===== src/rtl/ddi_pkg.sv =====
// Shared encodings for the DDI phase sequencer: state codes, direction constants
// and the phase-index width helper.
package ddi_pkg;

    typedef enum logic [3:0] {
        ST_ALL_RED     = 4'd0,
        ST_GREEN       = 4'd1,
        ST_YELLOW      = 4'd2,
        ST_PRIO_GREEN  = 4'd3,
        ST_PRIO_YELLOW = 4'd4,
        ST_MAINT       = 4'd5
    } ddi_state_e;

    localparam logic DIR_EAST = 1'b0;
    localparam logic DIR_WEST = 1'b1;

    function automatic int ph_width(input int n);
        return (n <= 2) ? 1 : $clog2(n);
    endfunction

endpackage


===== src/rtl/ddi_dwell_timer.sv =====
// Down-counting dwell timer shared by every timed state of the sequencer.
// A load wins over the decrement; the count holds at zero.
module ddi_dwell_timer
    import ddi_pkg::*;
#(
    parameter int               CNT_W   = 8,
    parameter logic [CNT_W-1:0] RST_VAL = '0
) (
    input  logic             clk,
    input  logic             rst_n,
    input  logic             load,
    input  logic [CNT_W-1:0] load_val,
    input  logic             en,
    output logic [CNT_W-1:0] count,
    output logic             zero
);

    logic [CNT_W-1:0] count_q;

    always_ff @(posedge clk or negedge rst_n) begin
        if (!rst_n) begin
            count_q <= RST_VAL;
        end else if (load) begin
            count_q <= load_val;
        end else if (en && (count_q != '0)) begin
            count_q <= count_q - 1'b1;
        end
    end

    assign count = count_q;
    assign zero  = (count_q == '0);

endmodule


===== src/rtl/ddi_phase_sequencer.sv =====
// DDI phase sequencer: round-robin normal phases, fair east/west priority service
// and maintenance flash. Early green truncation is built only with DDI_PREEMPT_EN.
module ddi_phase_sequencer
    import ddi_pkg::*;
#(
    parameter int NUM_PHASES    = 3,
    parameter int CNT_W         = 8,
    parameter int GREEN_CYC     = 16,
    parameter int YELLOW_CYC    = 4,
    parameter int ALLRED_CYC    = 2,
    parameter int PRIO_CYC      = 8,
    parameter int FLASH_CYC     = 4,
    parameter int MIN_GREEN_CYC = 6
) (
    input  logic                                 clk,
    input  logic                                 rst_n,
    input  logic                                 maint,
    input  logic [1:0]                           prio_req,
    output logic [1:0]                           prio_ack,
    output logic [3:0]                           state,
    output logic [ph_width(NUM_PHASES)-1:0]      phase,
    output logic                                 prio_dir,
    output logic                                 flash,
    output logic [CNT_W-1:0]                     timer
);

    localparam int PH_W = ph_width(NUM_PHASES);

    localparam logic [CNT_W-1:0] GREEN_LD  = CNT_W'(GREEN_CYC - 1);
    localparam logic [CNT_W-1:0] YELLOW_LD = CNT_W'(YELLOW_CYC - 1);
    localparam logic [CNT_W-1:0] ALLRED_LD = CNT_W'(ALLRED_CYC - 1);
    localparam logic [CNT_W-1:0] PRIO_LD   = CNT_W'(PRIO_CYC - 1);
    localparam logic [CNT_W-1:0] FLASH_LD  = CNT_W'(FLASH_CYC - 1);
    localparam logic [PH_W-1:0]  LAST_PH   = PH_W'(NUM_PHASES - 1);

`ifdef DDI_PREEMPT_EN
    localparam bit PREEMPT = 1'b1;
`else
    localparam bit PREEMPT = 1'b0;
`endif
    // Remaining-count at which MIN_GREEN_CYC green cycles have elapsed.
    localparam int TRUNC_AT = (GREEN_CYC > MIN_GREEN_CYC) ? GREEN_CYC - MIN_GREEN_CYC : 0;

    ddi_state_e        state_q;
    logic [PH_W-1:0]   phase_q;
    logic              prio_dir_q;
    logic              last_dir_q;
    logic              served_q;
    logic              flash_q;
    logic [1:0]        prio_ack_q;

    logic              tmr_load;
    logic [CNT_W-1:0]  tmr_val;
    logic [CNT_W-1:0]  tmr_cnt;
    logic              tmr_zero;

    logic              prio_go;
    logic              dir_pick;
    logic              grn_end;

    assign prio_go  = !served_q && (prio_req != 2'b00);
    assign dir_pick = (prio_req == 2'b11) ? ~last_dir_q : prio_req[1];
    assign grn_end  = tmr_zero ||
                      (PREEMPT && (prio_req != 2'b00) && (tmr_cnt <= CNT_W'(TRUNC_AT)));

    always_comb begin
        tmr_load = 1'b0;
        tmr_val  = ALLRED_LD;
        if (maint && (state_q != ST_MAINT)) begin
            tmr_load = 1'b1;
            tmr_val  = FLASH_LD;
        end else begin
            case (state_q)
                ST_MAINT: begin
                    if (!maint) begin
                        tmr_load = 1'b1;
                        tmr_val  = ALLRED_LD;
                    end else if (tmr_zero) begin
                        tmr_load = 1'b1;
                        tmr_val  = FLASH_LD;
                    end
                end
                ST_ALL_RED: begin
                    tmr_load = tmr_zero;
                    tmr_val  = prio_go ? PRIO_LD : GREEN_LD;
                end
                ST_GREEN: begin
                    tmr_load = grn_end;
                    tmr_val  = YELLOW_LD;
                end
                ST_YELLOW: begin
                    tmr_load = tmr_zero;
                    tmr_val  = ALLRED_LD;
                end
                ST_PRIO_GREEN: begin
                    tmr_load = tmr_zero;
                    tmr_val  = YELLOW_LD;
                end
                ST_PRIO_YELLOW: begin
                    tmr_load = tmr_zero;
                    tmr_val  = ALLRED_LD;
                end
                default: begin
                    tmr_load = 1'b1;
                    tmr_val  = ALLRED_LD;
                end
            endcase
        end
    end

    ddi_dwell_timer #(
        .CNT_W   (CNT_W),
        .RST_VAL (ALLRED_LD)
    ) u_dwell (
        .clk      (clk),
        .rst_n    (rst_n),
        .load     (tmr_load),
        .load_val (tmr_val),
        .en       (1'b1),
        .count    (tmr_cnt),
        .zero     (tmr_zero)
    );

    always_ff @(posedge clk or negedge rst_n) begin
        if (!rst_n) begin
            state_q    <= ST_ALL_RED;
            phase_q    <= LAST_PH;
            prio_dir_q <= DIR_WEST;
            last_dir_q <= DIR_WEST;
            served_q   <= 1'b0;
            flash_q    <= 1'b0;
            prio_ack_q <= 2'b00;
        end else begin
            prio_ack_q <= 2'b00;
            if (maint && (state_q != ST_MAINT)) begin
                state_q <= ST_MAINT;
                flash_q <= 1'b1;
            end else begin
                case (state_q)
                    ST_MAINT: begin
                        if (!maint) begin
                            // Restart the cycle cleanly: next green is phase 0, no prio first.
                            state_q  <= ST_ALL_RED;
                            flash_q  <= 1'b0;
                            phase_q  <= LAST_PH;
                            served_q <= 1'b1;
                        end else if (tmr_zero) begin
                            flash_q <= ~flash_q;
                        end
                    end
                    ST_ALL_RED: begin
                        if (tmr_zero) begin
                            if (prio_go) begin
                                state_q    <= ST_PRIO_GREEN;
                                prio_dir_q <= dir_pick;
                                last_dir_q <= dir_pick;
                                prio_ack_q <= dir_pick ? 2'b10 : 2'b01;
                            end else begin
                                state_q <= ST_GREEN;
                                phase_q <= (phase_q == LAST_PH) ? '0 : phase_q + 1'b1;
                            end
                        end
                    end
                    ST_GREEN: begin
                        if (grn_end) state_q <= ST_YELLOW;
                    end
                    ST_YELLOW: begin
                        if (tmr_zero) begin
                            state_q  <= ST_ALL_RED;
                            served_q <= 1'b0;
                        end
                    end
                    ST_PRIO_GREEN: begin
                        if (tmr_zero) state_q <= ST_PRIO_YELLOW;
                    end
                    ST_PRIO_YELLOW: begin
                        if (tmr_zero) begin
                            state_q  <= ST_ALL_RED;
                            served_q <= 1'b1;
                        end
                    end
                    default: state_q <= ST_ALL_RED;
                endcase
            end
        end
    end

    assign state    = state_q;
    assign phase    = phase_q;
    assign prio_dir = prio_dir_q;
    assign flash    = flash_q;
    assign prio_ack = prio_ack_q;
    assign timer    = tmr_cnt;

endmodule

===== config.mk =====
export PLATFORM = sky130hd
export DESIGN_NAME = ddi_phase_sequencer
export DESIGN_NICKNAME = d
export VERILOG_FILES = /design/src/rtl/ddi_pkg.sv /design/src/rtl/ddi_dwell_timer.sv /design/src/rtl/ddi_phase_sequencer.sv
export SDC_FILE = /design/constraint.sdc
export NUM_CORES = 1
export LEC_CHECK = 0
export ABC_AREA = 0
export BUFFER_PORTS_ARGS = -buffer_cell sky130_fd_sc_hd__buf_4
export CORE_UTILIZATION = 51
export CTS_BUF_LIST = sky130_fd_sc_hd__clkbuf_8
export DETAILED_ROUTE_END_ITERATION = 7
export HOLD_SLACK_MARGIN = 0.1
export PLACE_DENSITY = 0.76
export SYNTH_ARGS = -nofsm -noshare
export SYNTH_HDL_FRONTEND = slang
export SYNTH_SLANG_ARGS = --single-unit

===== constraint.sdc =====
create_clock -name clk -period 4.8 [get_ports clk]
set_clock_uncertainty 0.05 [all_clocks]
set_input_delay 0.48 -clock clk [delete_from_list [all_inputs] [get_ports clk]]
set_output_delay 0.48 -clock clk [all_outputs]
set_load 0.02 [all_outputs]

# After elaboration in Yosys (flattened, before gate mapping)
# Cells that the tools add are included.
# op_classes
n_mux	38
n_eq_ne	19
n_bitwise	3
add_sub_neg	2
n_reduce_logical	19
# ops
operator	count
$mux W4	7
$mux W2	12
$mux W8	3
$pmux W8 S3	1
$pmux W4 S5	1
$reduce_and A5 Y1	3
$ne A3 B3 Y1 const B	4
$mux W1	11
$ne A2 B2 Y1 const B	5
$eq A4 B2 Y1 const B	2
$eq A4 B3 Y1 const B	2
$logic_not A8 Y1	1
$reduce_bool A2 Y1	4
$reduce_bool A8 Y1	1
$sub A8 B1 Y8 const B	1
$ne A3 B1 Y1 const B	2
$reduce_or A5 Y1	1
$eq A2 B2 Y1 const B	2
$eq A4 B1 Y1 const B	1
$logic_not A4 Y1	1
$ne A4 B3 Y1 const B	1
$pmux W2 S2	1
$reduce_and A4 Y1	1
$reduce_or A2 Y1	2
other kinds (8)	11
# word_totals
in_bits	5
register_bits	19
out_inout_bits	18
elab_cells	88

# Depth between registers and ports, before layout
# Gate-level depths: netlist (run 1).
# depth
ltp_word	7
depth_mapped	7
depth_no_buf	6

# By module
# From an unflattened synthesis (run 1), not the netlist that was laid out.
# unflattened
cells_unflattened	126
hier_area_um2	1118.6
# modules_own_cells
module	n_inst	cells_each	area_per_inst_um2
ddi_phase_sequencer	1	68	589.3
ddi_dwell_timer	1	58	529.3

# Worst setup path before layout (run 1)
# OpenSTA, ideal clock, no wires.
# synth_timing
kind	register -> register
startpoint	reg u_dwell.count_q[3], in the netlist u_dwell.count[3]
endpoint	reg u_dwell.count_q[7], in the netlist u_dwell.count[7]
n_path_buf	0
arrival_ns	1.658
path_slack_ns	2.969
setup_ns	0.123
stages_incl_launch_ff	5
t_required_ns	4.627
path_cell_list	dfrtp_1 or4_1 or4_1 xor2_1 nor2_2
# synth_via
elab_chain_cells	6
# synth_lines
element	line_no	rtl
start, declared	ddi_dwell_timer.sv:18	logic [CNT_W-1:0] count_q;
start signal, assigned	ddi_dwell_timer.sv:24	count_q <= load_val;
start signal, assigned	ddi_dwell_timer.sv:26	count_q <= count_q - 1'b1;
$logic_not A8 Y1	ddi_dwell_timer.sv:31	assign zero = (count_q == '0);
$mux W1	ddi_phase_sequencer.sv:78	end else if (tmr_zero) begin
$mux W1	ddi_phase_sequencer.sv:75	if (!maint) begin
$pmux W1 S2	ddi_phase_sequencer.sv:73	case (state_q)
$mux W1	ddi_phase_sequencer.sv:69	if (maint && (state_q != ST_MAINT)) begin
$mux W8 / $reduce_bool A2 Y1 (equally long branches)	n/a	
# Parallel ways exist; a longest one is shown, timed or not. The select of a mux whose other input is x is not followed.
# A chain may end at the register's enable or synchronous reset.

# Worst setup path in the final report (run 1)
# layout_timing
startpoint	reg u_dwell.count_q[3], in the netlist u_dwell.count[3]
endpoint	reg u_dwell.count_q[1], in the netlist u_dwell.count[1]
# layout_via
elab_chain_cells	6
# layout_lines
element	line_no
$logic_not A8 Y1	ddi_dwell_timer.sv:31
$mux W2 / $mux W1 (equally long branches)	ddi_phase_sequencer.sv:78
$mux W2 / $mux W1 (equally long branches)	ddi_phase_sequencer.sv:75
$pmux W8 S3 / $pmux W1 S2 (equally long branches)	ddi_phase_sequencer.sv:73
$mux W8 / $mux W1 (equally long branches)	ddi_phase_sequencer.sv:69
$mux W8 / $reduce_bool A2 Y1 (equally long branches)	n/a
# Parallel ways exist; a longest one is shown, timed or not.

==> results.yml, run 1 <==
die:
  die-area_um2: 2131
  die_y_um: 46.17
  die_w_um: 46.17
  rows: 15
  ios: 23
  core_um2: 1783
  initial_core_util: 0.5579
drt:
  drt-pass1-iter-count: 4
  post_drt_via_cell_ratio: 5.771
  drtIter0Drc: 16
  drc: 0
  wl_per_cell_um: 13.82
  ant_nets: 0
  wirelength_mm: 1.990
  via_count: 831
cells_and_area:
  antennaDiodeCount: 0
  most-common-layout-cells: "buf_4, dfrtp_1, nor2_1, nand2_1, inv_1"
  final_layout_size_suffix_gt1_frac: 0.2773
  fin_nets: 126
  final_common_cell: "buf_4"
  fin_area_um2: 1201
  fillers: 146
  areaGrowthSynthToFinish_pct: 20.75
clocking:
  clk_path_buf_depth: 2
  cts_max_level: 1
  cts_tree: "done"
  cts-root-buf: "clkbuf_8"
  numCtsBuffers: 3
  clkTransAtPathRegs_ps: 70
  cts.sinks: 18
  clk_latency_ps: 250
  post_cts_buffers: 0
sta:
  relSlewSlack: 0.6051
  finalSetupViolations: 0
  max_freq_ghz: 0.5218
  rsz0062_at_grt: "no"
  worstMarginPinSlew_ps: 586.9
  whs_ps: 418.7
  fin_crit_ps: 1916
  hold_viol: 0
  drv_slew: 0
  tns_ps: 0
  post-route-period-util: 0.3993
flow_run:
  maxCapViolations: 0
setup_path:
  cp-end-kind: "flip-flop"
  crit_type: "flip-flop to flip-flop"
  arrival_ps: 2060
  start_kind: "flip-flop"
  cp_max_fo: 7
  worst_ep_required_time_ps: 4950
place:
  port_buffers: 21
  dp_hpwl_mm: 1.453
  place.gp.congestion: 0.8209
  postPlaceCellArea_um2: 1146
logic_synthesis:
  ys.flop_type: "dfrtp_1"
  synth_compound_area_frac: 0.1698
  syn_nets: 106
  ys_ff_latch: 18
  avgSynthCellArea_um2: 9.947
  synth_simple_gate_area_frac: 0.2025
  netlist_area_um2: 994.7
  synth_xor_area_frac: 0.06164
  synth.area.mux_share: 0.03648
  synth_enable_flop_cells: 0
  synthAdderAreaFrac: 0.01258
  ys_types: 43
  netlist_instances: 100
  synth_top_family_by_area: "simple AND/OR/NAND/NOR gates"
  yosysSeqAreaShare: 0.4566
  ys_async_sr_fraction: 1.000
  yosysWarnings: 0
grt:
  grt_max_degree: 19
  grt_overflow: 0
  antenna_found_initial: 0
  first_global_vias: 722
  track_usage: 0.2103
  grt_pass1_wl_mm: 3.187
worst_hold_path:
  hp-class: "input port to flip-flop"
power_and_ir_drop:
  ir_drop_mv: 0.4066
  leakagePower_nw: 0.5510
  p_per_area_nw_per_um2: 562.4
outcome:
  status: "finished, final reports clean"
[registers in the layout, summed over array words and instances (netlist names)]
name,flops
u_dwell.count,8
state,3
phase,2
prio_ack,2
flash,1
last_dir_q,1
served_q,1
[worst max-delay path: stages (launching register included)]
cell	delay, ps
dfrtp_1	450
nor4_2	520
nand3_1	320
a221oi_1	390
o21a_1	150
[through the flow]
| step | std cells | setup slack (ps) | power, mW | util |
|---|---|---|---|---|
| 2_1_floorplan | 100 | 2969 | 0.4714 | - |
| 3_3_place_gp | 139 | 2907 | 0.5643 | 0.6428 |
| 3_5_place_dp | 139 | 2912 | 0.5712 | 0.6428 |
| 4_1_cts | 144 | 2897 | 0.6760 | 0.6737 |
| 5_1_grt | 144 | 2697 | 0.7223 | 0.6737 |
| 6_report | 144 | 2884 | 0.6755 | 0.6737 |
[power breakdown]
group / switching, mW / internal [mW] / total, mW
clock: 0.0472 / 0.0567 / 0.104
combinational: 0.183 / 0.136 / 0.319
sequential: 0.0583 / 0.195 / 0.253
[final timing paths]
| path | start | end | slack [ps] | cells past startpoint |
|---|---|---|---|---|
| max in group asynchronous | rst_n | phase[1] | 3860 | 2 |
| worst max-delay path | u_dwell.count[3] | u_dwell.count[1] | 2880 | 4 |
| worst max register to register | u_dwell.count[3] | u_dwell.count[1] | 2880 | 4 |
| worst min-delay path | maint | state[1] | 420 | 2 |
| min in group asynchronous | rst_n | u_dwell.count[7] | 580 | 2 |
| worst min register to register | u_dwell.count[0] | u_dwell.count[0] | 450 | 1 |
[metal layers]
layer	up-vias	wire (µm)	track usage
li1	399	-	-
met1	399	909	0.2888
met2	29	952	0.3268
met3	4	108	0.05882
met4	0	19	0.04706
met5	-	0	0
[cell type report]
class,instances,area (µm²),area share
clock buffer,3,41.29,0.03438
tap,25,31.28,0.02604
timing repair buffer,22,167.7,0.1396
clock inverter,1,3.754,0.003125
multi-input combinational,70,484.2,0.4031
inverter,5,18.77,0.01563
sequential,18,454.2,0.3781
[timing repair]
action / CTS / global route
resized for setup: 0 / 0
hold buffers: 1 / 0
endpoints found under the hold margin: 15 / 0
[synth_stat cells, types with 2 or more instances]
| library cell | number | area, µm² |
|---|---|---|
| xnor2_1 | 4 | 35.03 |
| nor2_1 | 9 | 33.78 |
| o21bai_1 | 2 | 15.01 |
| o221ai_1 | 2 | 17.52 |
| dfrtp_1 | 15 | 375.4 |
| a21oi_1 | 2 | 10.01 |
| dfstp_2 | 3 | 78.83 |
| nand3_1 | 3 | 15.01 |
| clkbuf_1 | 5 | 18.77 |
| nand4_1 | 2 | 12.51 |
| nor3_1 | 3 | 15.01 |
| nor4_1 | 2 | 12.51 |
| or4_1 | 2 | 15.01 |
| inv_1 | 5 | 18.77 |
| xor2_1 | 3 | 26.28 |
| o21ai_0 | 3 | 15.01 |
| nand2_1 | 7 | 26.28 |
| o41ai_1 | 3 | 26.28 |
[kinds of logic (layout without fill, tap and decap cells)]
family | after synthesis | count (layout)
other cells | 1 | 1
simple gates | 36 | 36
xor+xnor | 7 | 7
mux | 3 | 3
fa+ha+maj | 1 | 1
compound gates | 22 | 22
buf+inv | 12 | 31
flops | 18 | 18
Note: power is estimated with default switching activity, not from simulation.
==> inputs of run 2 (changes only) <==
--- a/config.mk
+++ b/config.mk
@@ -5,7 +5,7 @@
 export SDC_FILE = /design/constraint.sdc
 export NUM_CORES = 1
 export LEC_CHECK = 0
-export ABC_AREA = 0
+export ABC_AREA = 1
 export BUFFER_PORTS_ARGS = -buffer_cell sky130_fd_sc_hd__buf_4
 export CORE_UTILIZATION = 51
 export CTS_BUF_LIST = sky130_fd_sc_hd__clkbuf_8
==> constraint.sdc (replaced) <==
create_clock -name clk -period 1.9 [get_ports clk]
set_clock_uncertainty 0.05 [all_clocks]
set_input_delay 0.19 -clock clk [delete_from_list [all_inputs] [get_ports clk]]
set_output_delay 0.19 -clock clk [all_outputs]
set_load 0.02 [all_outputs]
==> results.yml, run 2 <==
die:
  ios: 23
  initial_core_util: 0.5380
  core_um2: 1942
  die-area_um2: 2234
  rows: 16
  die_y_um: 47.26
  die_w_um: 47.26
cells_and_area:
  utilization: 0.6662
  register_area_um2: 454.2
  fin_cells: 185
  antennaDiodeCount: 0
  final_common_cell: "nand2_1"
  multi_input_area_um2: 504.2
  final_layout_size_suffix_gt1_frac: 0.2658
  fin_nets: 165
  most-common-layout-cells: "nand2_1, buf_4, inv_1, nor2_1, dfrtp_1"
  fillers: 167
  largest_reg_flops: 8
  areaGrowthSynthToFinish_pct: 23.83
  fin_area_um2: 1294
drt:
  drtIter0Drc: 22
  drt-pass1-iter-count: 5
  met1_length_um: 904
  wl_met2_mm: 1.003
  wl_met3_um: 74
  wirelength_mm: 2.011
  wl_per_cell_um: 10.87
  via_count: 942
  ant_nets: 0
  topRoutingLayerUsed: "met4"
  drc: 0
  post_drt_via_cell_ratio: 5.092
logic_synthesis:
  netlist_area_um2: 1045
  synth_top_cell_by_area: "dfrtp_1"
  synth_top_cell_area_share: 0.3593
  netlist_instances: 133
  syn_nets: 139
  synth_enable_flop_cells: 0
  ys_ff_latch: 18
  avgSynthCellArea_um2: 7.855
  yosysMostFrequentCell: "nand2_1"
  synth_area_leaders: "dfrtp_1, nand2_1, dfstp_2"
  yosysWarnings: 0
  ys_types: 27
  ys_async_sr_fraction: 1.000
  synthTopCellsByCount: "nand2_1, inv_1, nor2_1, dfrtp_1, nand3_1"
  yosysSeqAreaShare: 0.4347
  ys.flop_type: "dfrtp_1"
sta:
  finalSetupViolations: 0
  hold_viol: 0
  max_freq_ghz: 0.6288
  tns_ps: 0
  post-route-period-util: 0.8370
  fin_crit_ps: 1590
  drv_slew: 0
  rsz0062_at_grt: "no"
grt:
  track_usage: 0.2100
  grt_pass1_wl_mm: 3.215
  antenna_found_initial: 0
  grt_max_degree: 19
  first_global_vias: 750
  grt_overflow: 0
place:
  dp_hpwl_mm: 1.578
  port_buffers: 21
  place.gp.congestion: 0.8730
  postPlaceCellArea_um2: 1229
  dp.cells: 180
clocking:
  post_cts_buffers: 0
  clk_path_buf_depth: 2
  cts-root-buf: "clkbuf_8"
  cts.sinks: 18
  clk_latency_ps: 250
  cts_tree: "done"
  numCtsBuffers: 3
  cts_max_level: 1
  clkTransAtPathRegs_ps: 70
setup_path:
  crit_type: "flip-flop to flip-flop"
  crit_chain: "inv_1 -> ha_1 -> nand2_2 -> nor2_4 -> nor2_4 -> nand2_4 -> nand2_1 -> nand2_1"
  slowest_stage: "dfstp_2"
  cp_max_fo: 8
  arrival_ps: 1690
  max_stage_delay_ps: 550
  start_kind: "flip-flop"
  cp-end-kind: "flip-flop"
  worst_ep_required_time_ps: 2000
power_and_ir_drop:
  p_per_area_nw_per_um2: 1608
  ir_drop_mv: 0.8572
  leakagePower_nw: 0.6993
outcome:
  status: "finished, final reports clean"
flow_run:
  maxCapViolations: 0
worst_hold_path:
  hp-class: "input port to flip-flop"
==> run 2: cell count changes after synthesis, sizes merged, moves of 4 or more <==
cell,before,now
clkbuf,5,0
nand4,2,6
inv,5,21
nor2,10,19
nand3,4,15
nand2,7,30
==> run 2: repair_timing <==
item / CTS / global route
endpoints found under the hold margin: 18 / 0
hold buffers: 1 / 0
resized for setup: 0 / 0
==> run 2: critical path, delay by kind of cell (launching register included) <==
family	cells	cell delay [ps]
and+or+nand+nor	6	590
DFF	1	550
adders and majority gates	1	230
buffers and inverters	1	50
==> run 2: stage by stage <==
stage          power, mW  hold slack (ps)  worst slack (ps)
2_1_floorplan      1.447           -155.6             364.4
3_3_place_gp       1.748            18.05             353.9
3_5_place_dp       1.780            22.07             329.9
4_1_cts            2.100            152.5             311.7
5_1_grt            2.256            190.6             131.6
6_report           2.081            156.1             309.6
==> run 2: cells by family after synthesis <==
kind of cell	Yosys count	share of synthesized area
AND/OR/NAND/NOR	75	0.3677
buffers and inverters	22	0.08263
flip-flops	18	0.4347
AO/OA/AOI/OAI	12	0.06586
XOR/XNOR	4	0.03354
adder cells (fa/ha/maj)	1	0.01197
other	1	0.003589
==> run 2: power breakdown <==
part           switching [mW]  internal [mW]  total [mW]
Clock                   0.127          0.184       0.311
Sequential              0.128          0.537       0.665
Combinational           0.675          0.430        1.10
Total                   0.929           1.15        2.08
==> run 2: path summary, 6_finish.rpt <==
| kind | cells after the start | slack, ps | to | from |
|---|---|---|---|---|
| setup / recovery | 8 | 310 | u_dwell.count[1] | u_dwell.count[0] |
| hold / removal | 4 | 160 | prio_ack[1] | prio_req[0] |
| setup reg to reg | 8 | 310 | u_dwell.count[1] | u_dwell.count[0] |
| hold reg to reg | 2 | 430 | phase[1] | phase[1] |
| max in group asynchronous | 2 | 1250 | phase[1] | rst_n |
| min in group asynchronous | 2 | 290 | prio_ack[0] | rst_n |
==> run 2: area by class of cell <==
cell class                      instances  area share
Timing Repair Buffer                   22      0.1296
Sequential cell                        18      0.3511
Clock buffer                            4     0.04255
Multi-Input combinational cell         93      0.3897
Tap cell                               27     0.02611
Inverter                               21     0.06093
==> run 2: layer usage <==
metal / global-route usage / vias up
met5: 0 / -
met4: 0.08571 / 0
met3: 0.04615 / 4
met2: 0.3397 / 24
met1: 0.2701 / 438
li1: - / 476
==> inputs of run 3 (changes only) <==
==> constraint.sdc (replaced) <==
create_clock -name clk -period 1.6 [get_ports clk]
set_clock_uncertainty 0.05 [all_clocks]
set_input_delay 0.16 -clock clk [delete_from_list [all_inputs] [get_ports clk]]
set_output_delay 0.16 -clock clk [all_outputs]
set_load 0.02 [all_outputs]
==> results.yml, run 3 (synthesis results as in run 2) <==
cells_and_area:
  largest_reg_flops: 8
  areaGrowthSynthToFinish_pct: 25.99
  most-common-layout-cells: "nand2_1, buf_4, inv_1, nor2_1, dfrtp_1"
  register_area_um2: 454.2
  fin_cells: 186
  final_layout_size_suffix_gt1_frac: 0.2830
  fillers: 163
  multi_input_area_um2: 519.2
  fin_nets: 166
  utilization: 0.6778
  fin_area_um2: 1316
  antennaDiodeCount: 0
  final_common_cell: "nand2_1"
worst_hold_path:
  holdCritStartpoint: "prio_req[0]"
  holdPathEnd: "prio_ack[1]"
  holdPathStages: 4
  hp-class: "input port to flip-flop"
clocking:
  cts.sinks: 18
  cts_max_level: 1
  clk_latency_ps: 250
  cts_tree: "done"
  numCtsBuffers: 3
  clkTransAtPathRegs_ps: 70
  cts-root-buf: "clkbuf_8"
  clk_path_buf_depth: 2
grt:
  first_global_vias: 750
  grt_max_degree: 19
  track_usage: 0.2100
  antenna_found_initial: 0
  grt_pass1_wl_mm: 3.215
  grt_overflow: 0
sta:
  post-route-period-util: 0.9547
  finalSetupViolations: 0
  rsz0062_at_grt: "yes"
  fin_crit_ps: 1527
  whs_ps: 129.5
  tns_ps: 0
  max_freq_ghz: 0.6547
  setup_slack_ps: 72.55
  hold_viol: 0
  drv_slew: 0
drt:
  wl_per_cell_um: 11.03
  wirelength_mm: 2.051
  ant_nets: 0
  drtIter0Drc: 21
  via_count: 931
  drc: 0
  post_drt_via_cell_ratio: 5.005
  drt-pass1-iter-count: 4
power_and_ir_drop:
  total_power_mw: 2.509
  p_per_area_nw_per_um2: 1906
  ir_drop_mv: 1.019
  leakagePower_nw: 0.7154
setup_path:
  crit_chain: "inv_1 -> ha_2 -> nand2_4 -> nor2_4 -> nor2_4 -> nand2_4 -> nand2_1 -> nand2_1"
  worst-r2r-setup-slack_ps: 70
  cp-end-kind: "flip-flop"
  worst_ep_required_time_ps: 1700
  crit_type: "flip-flop to flip-flop"
  max_stage_delay_ps: 550
  r2r_end: "u_dwell.count[1]"
  arrival_ps: 1620
  cp_max_fo: 6
  r2r-start: "u_dwell.count[0]"
  r2r_cells: 8
  slowest_stage: "dfstp_2"
  start_kind: "flip-flop"
die:
  die_w_um: 47.26
  die-area_um2: 2234
  die_y_um: 47.26
  initial_core_util: 0.5380
  core_um2: 1942
  rows: 16
  ios: 23
place:
  dp.cells: 180
  postPlaceCellArea_um2: 1229
  port_buffers: 21
  dp_slack_ps: 29.92
  dp_hpwl_mm: 1.578
  place.gp.congestion: 0.8730
flow_run:
  maxCapViolations: 0
outcome:
  status: "finished, final reports clean"
run 3: changes by cell type in the layout (fill, tap and decap cells not counted), sizes merged:
cell / before / now
buf: 21 / 22
run 3: layout make-up:
type,count,share of cell area
multi-input cells,93,0.3945
flip-flops and latches,18,0.3451
repair buffers,23,0.1331
inverters,21,0.05989
clock buffers,4,0.04183
well taps,27,0.02567
run 3: what timing repair did:
action / CTS / global route
setup buffers: 0 / 1
hold endpoints to repair: 18 / 0
setup endpoints to repair: 0 / 11
hold buffers: 1 / 0
resized for setup: 0 / 4
run 3: layer usage:
layer	vias to the layer above	GRT usage	routed length, µm
met2	17	0.3397	983
met1	433	0.2701	975
li1	477	-	-
met5	-	0	0
met3	4	0.04615	63
met4	0	0.08571	28
run 3: worst max-delay path by stage:
stage / start / slack [ps] / end
floorplan: u_dwell.count[0] / 60 / u_dwell.count[1]
global placement: u_dwell.count[0] / 50 / u_dwell.count[1]
detailed placement: u_dwell.count[0] / 30 / u_dwell.count[1]
CTS: u_dwell.count[0] / 10 / u_dwell.count[1]
global route: u_dwell.count[0] / -6 / u_dwell.count[1]
finish: u_dwell.count[0] / 70 / u_dwell.count[1]
run 3: report_power, final:
group          leakage, nW  internal [mW]  switching [mW]  total, mW
clock network       0.0288          0.218           0.149      0.367
registers            0.226          0.638           0.154      0.792
logic                0.461          0.530           0.819       1.35
total                0.715           1.39            1.12       2.51
run 3: worst max-delay path, delay by kind of cell (launching register included):
kind / cells / cell delay (ps)
and+or+nand+nor: 6 / 560
DFF: 1 / 550
adders and majority gates: 1 / 210
buffers and inverters: 1 / 50
